$ cat src/rtl/spi_arb_pkg.sv
// Shared types for the SPI slave arbiter: FSM state encoding.
package spi_arb_pkg;

   localparam logic [1:0] ENC_IDLE   = 2'b00;
   localparam logic [1:0] ENC_GRANT  = 2'b01;
   localparam logic [1:0] ENC_ACTIVE = 2'b10;
   localparam logic [1:0] ENC_GAP    = 2'b11;

   typedef enum logic [1:0] {
      ST_IDLE   = ENC_IDLE,
      ST_GRANT  = ENC_GRANT,
      ST_ACTIVE = ENC_ACTIVE,
      ST_GAP    = ENC_GAP
   } arb_state_t;

endpackage

$ cat src/rtl/spi_rr_picker.sv
// Round-robin winner search: first set request after 'last', wrapping, with 'last' itself checked last.
module spi_rr_picker #(
   parameter int N = 3,
   localparam int W = $clog2(N)
) (
   input  logic [N-1:0] req,
   input  logic [W-1:0] last,
   output logic [W-1:0] winner,
   output logic         valid
);

   int idx;

   always_comb begin
      winner = '0;
      valid  = 1'b0;
      idx    = 0;
      for (int i = 1; i <= N; i++) begin
         idx = int'(last) + i;
         if (idx >= N) idx = idx - N;
         if (!valid && req[W'(idx)]) begin
            valid  = 1'b1;
            winner = W'(idx);
         end
      end
   end

endmodule

$ cat src/rtl/spi_slave_arbiter.sv
// Arbitrates N slave channels onto one shared SPI byte engine with grant timeout and inter-frame gap.
// Optional build macro SPI_ARB_PRIO0_EN: request 0 always wins arbitration when set.
//
// state  | meaning
// IDLE   | no grant; arbitrate any pending request
// GRANT  | grant issued, waiting for n_cs low (timeout counter running)
// ACTIVE | frame in progress, grant held until n_cs returns high
// GAP    | guard time with no grant before returning to IDLE
module spi_slave_arbiter
   import spi_arb_pkg::*;
#(
   parameter int N_SLAVES       = 3,
   parameter int GAP_CYCLES     = 4,
   parameter int TIMEOUT_CYCLES = 255,
   localparam int SEL_W         = $clog2(N_SLAVES)
) (
   input  logic                n_rst,
   input  logic                sys_clk,
   input  logic [N_SLAVES-1:0] req_bus,
   input  logic                n_cs,
   output logic [N_SLAVES-1:0] grant_bus,
   output logic [SEL_W-1:0]    select,
   output logic                busy,
   output logic                timeout_pulse,
   output logic [SEL_W-1:0]    timeout_id
);

   localparam int CNT_W = $clog2(TIMEOUT_CYCLES + 1);
   localparam logic [CNT_W-1:0] CNT_MAX     = '1;
   localparam logic [CNT_W-1:0] TIMEOUT_VAL = CNT_W'(TIMEOUT_CYCLES);
   localparam logic [CNT_W-1:0] GAP_LEN     = CNT_W'((GAP_CYCLES < 1) ? 1 : GAP_CYCLES);

   arb_state_t            state_q, state_d;
   logic [CNT_W-1:0]      cnt_q, cnt_d, cnt_inc;
   logic [N_SLAVES-1:0]   grant_q, grant_d;
   logic [SEL_W-1:0]      select_q, select_d;
   logic                  tpulse_q, tpulse_d;
   logic [SEL_W-1:0]      tid_q, tid_d;
   logic                  busy_q;

   logic [SEL_W-1:0]      pick_idx, win_idx;
   logic                  pick_valid;

   spi_rr_picker #(.N(N_SLAVES)) u_picker (
      .req    (req_bus),
      .last   (select_q),
      .winner (pick_idx),
      .valid  (pick_valid)
   );

`ifdef SPI_ARB_PRIO0_EN
   assign win_idx = req_bus[0] ? '0 : pick_idx;
`else
   assign win_idx = pick_idx;
`endif

   assign cnt_inc = (cnt_q == CNT_MAX) ? cnt_q : cnt_q + 1'b1;

   always_comb begin
      state_d  = state_q;
      cnt_d    = cnt_q;
      grant_d  = grant_q;
      select_d = select_q;
      tpulse_d = 1'b0;
      tid_d    = tid_q;
      case (state_q)
         ST_IDLE: begin
            grant_d = '0;
            cnt_d   = '0;
            if (pick_valid) begin
               state_d  = ST_GRANT;
               select_d = win_idx;
               grant_d  = N_SLAVES'(1) << win_idx;
            end
         end
         ST_GRANT: begin
            // a frame start beats both a dropped request and a simultaneous timeout
            if (!n_cs) begin
               state_d = ST_ACTIVE;
               cnt_d   = '0;
            end else if (!req_bus[select_q]) begin
               state_d = ST_IDLE;
               grant_d = '0;
               cnt_d   = '0;
            end else if (cnt_inc == TIMEOUT_VAL) begin
               state_d  = ST_GAP;
               grant_d  = '0;
               cnt_d    = '0;
               tpulse_d = 1'b1;
               tid_d    = select_q;
            end else begin
               cnt_d = cnt_inc;
            end
         end
         ST_ACTIVE: begin
            if (n_cs) begin
               state_d = ST_GAP;
               grant_d = '0;
               cnt_d   = '0;
            end
         end
         ST_GAP: begin
            grant_d = '0;
            if (cnt_inc >= GAP_LEN) begin
               state_d = ST_IDLE;
               cnt_d   = '0;
            end else begin
               cnt_d = cnt_inc;
            end
         end
         default: begin
            state_d = ST_IDLE;
            grant_d = '0;
            cnt_d   = '0;
         end
      endcase
   end

   always_ff @(posedge sys_clk) begin
      if (!n_rst) begin
         state_q  <= ST_IDLE;
         cnt_q    <= '0;
         grant_q  <= '0;
         select_q <= '0;
         tpulse_q <= 1'b0;
         tid_q    <= '0;
         busy_q   <= 1'b0;
      end else begin
         state_q  <= state_d;
         cnt_q    <= cnt_d;
         grant_q  <= grant_d;
         select_q <= select_d;
         tpulse_q <= tpulse_d;
         tid_q    <= tid_d;
         busy_q   <= (state_d != ST_IDLE);
      end
   end

   assign grant_bus     = grant_q;
   assign select        = select_q;
   assign busy          = busy_q;
   assign timeout_pulse = tpulse_q;
   assign timeout_id    = tid_q;

endmodule

$ cat config.mk
export PLATFORM = sky130hd
export DESIGN_NAME = spi_slave_arbiter
export DESIGN_NICKNAME = d
export VERILOG_FILES = /design/src/rtl/spi_arb_pkg.sv /design/src/rtl/spi_rr_picker.sv /design/src/rtl/spi_slave_arbiter.sv
export SDC_FILE = /design/constraint.sdc
export NUM_CORES = 1
export LEC_CHECK = 0
export CORE_MARGIN = 2
export CORE_UTILIZATION = 38
export CTS_CLUSTER_DIAMETER = 80
export DETAILED_ROUTE_END_ITERATION = 16
export SYNTH_ARGS = -nofsm -noshare
export SYNTH_HDL_FRONTEND = slang
export SYNTH_HIERARCHICAL = 1
export SYNTH_SLANG_ARGS = --single-unit
export TNS_END_PERCENT = 10
$ cat constraint.sdc
create_clock -name sys_clk -period 4.4 [get_ports sys_clk]
set_clock_uncertainty 0.1 [all_clocks]
set_input_delay 0.66 -clock sys_clk [delete_from_list [all_inputs] [get_ports sys_clk]]
set_output_delay 0.66 -clock sys_clk [all_outputs]
set_load 0.01 [all_outputs]
==> results.cfg, run 1 <==
[run_status]
outcome = completed

[cts]
cts_max_level = 1
insertion_delay_ns = 0.29
path_clk_slew_ns = 0.11
cts_made_buffers = 3
cts_root_buf = clkbuf_4
clock-sinks = 19
ctsHoldBuffers = 0
post_cts_resized = 0
cts_setup_buffers = 0
cts_tree = built
clk_path_buf_depth = 2

[timing]
setup_viol_count_final = 0
slew_headroom_pct = 59.8
fin_crit_sh_pct = 57.9
worst_slew_pin_slew_ns = 0.602
finalSetupTns_ns = 0
rsz0062_at_grt = no
hold_viol_final = 0
slew_viol_final = 0
min_period_ns = 2.55
fmax_mhz = 393

[synth]
synth-seq-area-share_pct = 29.6
synth_top_family_by_area = simple AND/OR/NAND/NOR gates
synth_edf_count = 0
synth_seq_cells = 19
synth_cell_types = 47
synthesis.nets = 177
synthXorXnorAreaFrac_pct = 0
ys.warnings.count = 6
synth-simple-area-share_pct = 30.2
synth-async-reset-ratio_pct = 0
synth-main-ff-cell = dfxtp_1
synthAdderAreaFrac_pct = 3.90
synth_area_leader_cell = dfxtp_1
synth_compound_area_share_pct = 26.2
syn_area_um2 = 1280
postSynthAreaPerCell_um2 = 7.69
synthTopCellsByArea = dfxtp_1 30%, nand2_1 5.3%, a21oi_1 5.1%, nor2_1 5.0%, ha_1 3.9%
synth.area.mux_share_pct = 3.90
synthCells = 167
synth_top_cell_area_share_pct = 29.6

[die]
num_rows = 21
top_level_ports = 15
die_w_um = 62.1
dieHeight_um = 62.1
initial_core_util_pct = 39.1
core_area_um2 = 3280
die_area_um2 = 3860

[power_and_ir_drop]
clockPowerShare_pct = 13.6
comb_power_share_pct = 49.5
p_leak_nw = 0.528
power.switching_uw = 269
switching_share_pct = 41.1
peakVddDrop_uv = 261
p_int_uw = 386
powerDensity_nw_per_um2 = 451
power_frac_seq_pct = 36.8

[setup_path]
path_buf_inv = 0
r2r-end = timeout_id[1]$_SDFFE_PN0P_
cp.required_ns = 4.49
critical_path.max_fanout = 12
cp_slowest_cell = dfxtp_1
critPathKind = flip-flop to flip-flop
regToRegStartpoint = cnt_q[1]$_SDFFE_PN0P_
crit_end = timeout_id[1]$_SDFFE_PN0P_
worstPathArrival_ns = 2.63
crit_path_max_incr_delay_ns = 0.47
cp_cell_sequence = ha_1, and4_1, a22o_1, o41a_1, and4_4, nand3_1, mux2i_1, nor2_1
reg2regPathDepth = 8
start_kind = flip-flop
end_kind = flip-flop
crit_start = cnt_q[1]$_SDFFE_PN0P_
r2r_slack_ns = 1.85
worstSetupPathDepth = 8
crit_family = simple AND/OR/NAND/NOR gates

[hold_path]
holdCritPathClass = flip-flop to flip-flop

[placement]
hpwl_um = 2230
portBuffers = 14
gp_congestion = 0.866

[drt]
firstDrtPassIters = 4
wl_per_cell_um = 13.5
ant_nets = 0
num_vias = 1262
drc = 0
drt_iter0_drc = 87
viasPerCell = 5.71
routed_wl_um = 2980

[run]
drv_cap = 0

[layout]
utilization_pct = 44.2
nets = 186
drive_gt1_share_pct = 4.57
n_fill_cell = 336
num_antenna_cells = 0
syn_to_final_growth_pct = 13.2

[grt]
grt_max_degree = 19
track_usage_pct = 15.8
grt_pass1_vias = 1146
grt_pass1_wl_um = 5220
grt_overflow = 0
antenna_found_initial = 0
-- metal layers --
metal  track usage, %  part of all wire (%)
met2             27.2                    48
met1             20.7                    48
met3             2.36                   3.5
met5                0                     0
met4             3.89                  0.34
-- final cells by class --
class	count	area (um^2)	area share (%)
Timing Repair Buffer	14	140	9.65
Clock buffer	3	22.5	1.55
Inverter	6	22.5	1.55
Sequential cell	19	380	26.2
Clock inverter	1	5.00	0.345
Multi-Input combinational cell	132	825	56.8
Tap cell	46	57.6	3.96
-- power groups by stage --
| stage | Combinational, mW | Sequential [mW] | Clock [mW] |
|---|---|---|---|
| CTS | 0.323 | 0.242 | 0.0933 |
| detailed placement | 0.319 | 0.246 | 0 |
| global placement | 0.313 | 0.245 | 0 |
| finish | 0.325 | 0.241 | 0.0894 |
| global route | 0.361 | 0.248 | 0.101 |
| floorplan | 0.215 | 0.247 | 0 |
-- sequential cells by signal, summed over array words and instances (netlist names) --
name           flops
select             2
timeout_pulse      1
grant_bus          3
cnt_q              8
timeout_id         2
busy               1
state_q            2
-- through the flow --
stage	power, mW	hold WS (ns)	cells	cell area (um^2)	setup slack (ns)
2_1_floorplan	0.462	0.419	167	1280	2.34
3_3_place_gp	0.558	0.375	217	1430	1.68
3_5_place_dp	0.564	0.397	217	1430	1.60
4_1_cts	0.659	0.428	221	1450	1.88
5_1_grt	0.709	0.460	221	1450	1.73
6_report	0.655	0.413	221	1450	1.85
-- worst register-to-register path, stage by stage, from the launching register on --
cell and delay, ns:
dfxtp_1 0.47, ha_1 0.44, and4_1 0.36, a22o_1 0.16, o41a_1 0.17, and4_4 0.31
nand3_1 0.19, mux2i_1 0.20, nor2_1 0.05
-- Yosys cell counts (5+ instances only) --
cell and n:
nor2b_1 6, nor2_1 17, clkbuf_1 5, nand3_1 9, dfxtp_1 19, nor3_1 6
o21ai_0 6, nand2_1 18, mux2i_1 5, a21oi_1 13
-- worst min-delay path by stage --
| stage | startpoint | end | slack (ns) | cells after the start |
|---|---|---|---|---|
| 2_1_floorplan | cnt_q[0]$_SDFFE_PN0P_ | cnt_q[0]$_SDFFE_PN0P_ | 0.42 | 2 |
| 3_3_place_gp | grant_bus[1]$_SDFFE_PN0P_ | grant_bus[1]$_SDFFE_PN0P_ | 0.38 | 2 |
| 3_5_place_dp | timeout_id[1]$_SDFFE_PN0P_ | timeout_id[1]$_SDFFE_PN0P_ | 0.40 | 2 |
| 4_1_cts | timeout_id[0]$_SDFFE_PN0P_ | timeout_id[0]$_SDFFE_PN0P_ | 0.43 | 2 |
| 5_1_grt | timeout_id[0]$_SDFFE_PN0P_ | timeout_id[0]$_SDFFE_PN0P_ | 0.46 | 2 |
| 6_report | timeout_id[0]$_SDFFE_PN0P_ | timeout_id[0]$_SDFFE_PN0P_ | 0.41 | 2 |
-- cell families (layout without fill, tap and decap cells) --
group / Yosys count / count (layout)
adder cells (fa/ha/maj): 4 / 4
AND/OR/NAND/NOR: 74 / 74
AO/OA/AOI/OAI: 49 / 49
multiplexers: 5 / 5
flip-flops: 19 / 19
buffers and inverters: 16 / 24
-- placed cells by master (no fill, tap or decap), types with 4 or more instances in the layout --
cell / n
nand3_1: 9
o21ai_0: 6
clkdlybuf4s50_1: 14
dfxtp_1: 19
inv_1: 4
a211oi_1: 4
nand2_1: 18
nor2_1: 17
nor3_1: 6
nor2b_1: 6
mux2i_1: 5
ha_1: 4
a21oi_1: 13
No activity file was read; power rests on OpenSTA's default activity.
==> run 2: changes to the inputs <==
==> constraint.sdc (replaced) <==
create_clock -name sys_clk -period 2.5 [get_ports sys_clk]
set_clock_uncertainty 0.1 [all_clocks]
set_input_delay 0.375 -clock sys_clk [delete_from_list [all_inputs] [get_ports sys_clk]]
set_output_delay 0.375 -clock sys_clk [all_outputs]
set_load 0.01 [all_outputs]
==> results.cfg, run 2 (same netlist as run 1, synthesis figures left out) <==
[run_status]
outcome = completed

[layout]
largest_register_ff_count = 8
nets = 195
drive_gt1_share_pct = 9.78
syn_to_final_growth_pct = 18.6
num_antenna_cells = 0
final_cell_mix = 19 x dfxtp_1, 18 x nand2_1, 17 x nor2_1
layout_commonest_cell = dfxtp_1
regMostFlops = cnt_q
n_fill_cell = 326

[drt]
ant_nets = 0
viasPerCell = 5.66
routed_wl_um = 3040
wl_per_cell_um = 13.2
drt_iter0_drc = 112
firstDrtPassIters = 4
drc = 0
num_vias = 1301

[setup_path]
critPathKind = flip-flop to flip-flop
crit_family = simple AND/OR/NAND/NOR gates
worstPathArrival_ns = 2.42
cp_cell_sequence = and2_1, o22ai_1, o41a_1, and4_4, nor2_8, a41oi_1, nor3_1
critical_path.max_fanout = 9
cp.required_ns = 2.62
crit_path_max_incr_delay_ns = 0.46
cp_slowest_cell = dfxtp_1
path_buf_inv = 0
start_kind = flip-flop
end_kind = flip-flop

[timing]
fmax_mhz = 436
layout_setup_ws_ns = 0.204
fin_crit_sh_pct = 91.8
hold_viol_final = 0
worst_slew_pin_slew_ns = 0.488
rsz0062_at_grt = no
min_period_ns = 2.30
slew_viol_final = 0
setup_viol_count_final = 0
finalSetupTns_ns = 0
holdWs_ns = 0.407
slew_headroom_pct = 67.2

[die]
dieHeight_um = 62.1
core_area_um2 = 3280
num_rows = 21
die_w_um = 62.1
initial_core_util_pct = 39.1
top_level_ports = 15
die_area_um2 = 3860

[power_and_ir_drop]
power.switching_uw = 475
clockPowerShare_pct = 13.2
p_int_uw = 706
power_frac_seq_pct = 33.8
peakVddDrop_uv = 412
p_leak_nw = 0.572
powerDensity_nw_per_um2 = 776
switching_share_pct = 40.3
comb_power_share_pct = 53.0
fin_total_pwr_mw = 1.18

[cts]
clk_path_buf_depth = 2
cts_max_level = 1
clock-sinks = 19
cts_root_buf = clkbuf_4
cts_made_buffers = 3
path_clk_slew_ns = 0.11
cts_tree = built
cts_setup_buffers = 0
insertion_delay_ns = 0.30

[placement]
hpwl_um = 2260
gp_congestion = 0.836
portBuffers = 14
place_ws_ns = 0.142

[grt]
grt_pass1_wl_um = 5560
grt_overflow = 0
grt_pass1_vias = 1290
track_usage_pct = 17.1
antenna_found_initial = 0
grt_max_degree = 19

[run]
drv_cap = 0

[hold_path]
holdCritPathClass = flip-flop to flip-flop
## run 2: cell count changes in the layout (fill, tap and decap cells not counted)
cell,before,now
buf_4,0,9
ha_1,4,3
ha_2,0,1
## run 2: final timing paths
path         depth (start not counted)  slack [ns]                   endpoint                      start
max                                  7        0.20      cnt_q[4]$_SDFFE_PN0P_      cnt_q[0]$_SDFFE_PN0P_
min                                  2        0.41  grant_bus[0]$_SDFFE_PN0P_  grant_bus[0]$_SDFFE_PN0P_
max reg2reg                          7        0.20      cnt_q[4]$_SDFFE_PN0P_      cnt_q[0]$_SDFFE_PN0P_
min reg2reg                          2        0.41  grant_bus[0]$_SDFFE_PN0P_  grant_bus[0]$_SDFFE_PN0P_
## run 2: repair_timing
| action | CTS | global route |
|---|---|---|
| resized for setup | 0 | 1 |
| hold buffers | 0 | 0 |
| endpoints found under the setup margin | 0 | 2 |
## run 2: power groups by stage
| stage | combinational [mW] | sequential (mW) | clock (mW) |
|---|---|---|---|
| CTS | 0.627 | 0.398 | 0.163 |
| finish | 0.626 | 0.399 | 0.155 |
| detailed placement | 0.623 | 0.403 | 0 |
| global placement | 0.611 | 0.403 | 0 |
| floorplan | 0.379 | 0.435 | 0 |
| global route | 0.704 | 0.408 | 0.180 |
## run 2: metrics by stage
stage               instances  area, um^2  utilization (%)
finish                    230        1520             46.4
global route              230        1520             46.4
CTS                       230        1520             46.3
detailed placement        226        1490             45.4
global placement          226        1490             45.4
floorplan                 167        1280                -
## run 2: layout make-up
type | instances | area [um^2] | area share [%]
Clock inverter | 1 | 5.00 | 0.329
Clock buffer | 3 | 22.5 | 1.48
Tap cell | 46 | 57.6 | 3.78
Multi-Input combinational cell | 132 | 827 | 54.3
Inverter | 6 | 22.5 | 1.48
Timing Repair Buffer | 23 | 208 | 13.6
Sequential cell | 19 | 380 | 25.0
## run 2: worst register-to-register path, stage by stage (launching register included)
cell and delay (ns):
dfxtp_1 0.46, and2_1 0.34, o22ai_1 0.14, o41a_1 0.43, and4_4 0.24, nor2_8 0.15
a41oi_1 0.16, nor3_1 0.19
## run 2: metal layers
layer	wire length, um	global-route usage [%]	vias to the layer above
met5	0	0	-
li1	-	-	652
met4	40	6.11	0
met1	1320	20.7	608
met2	1530	30.2	35
met3	144	3.26	6
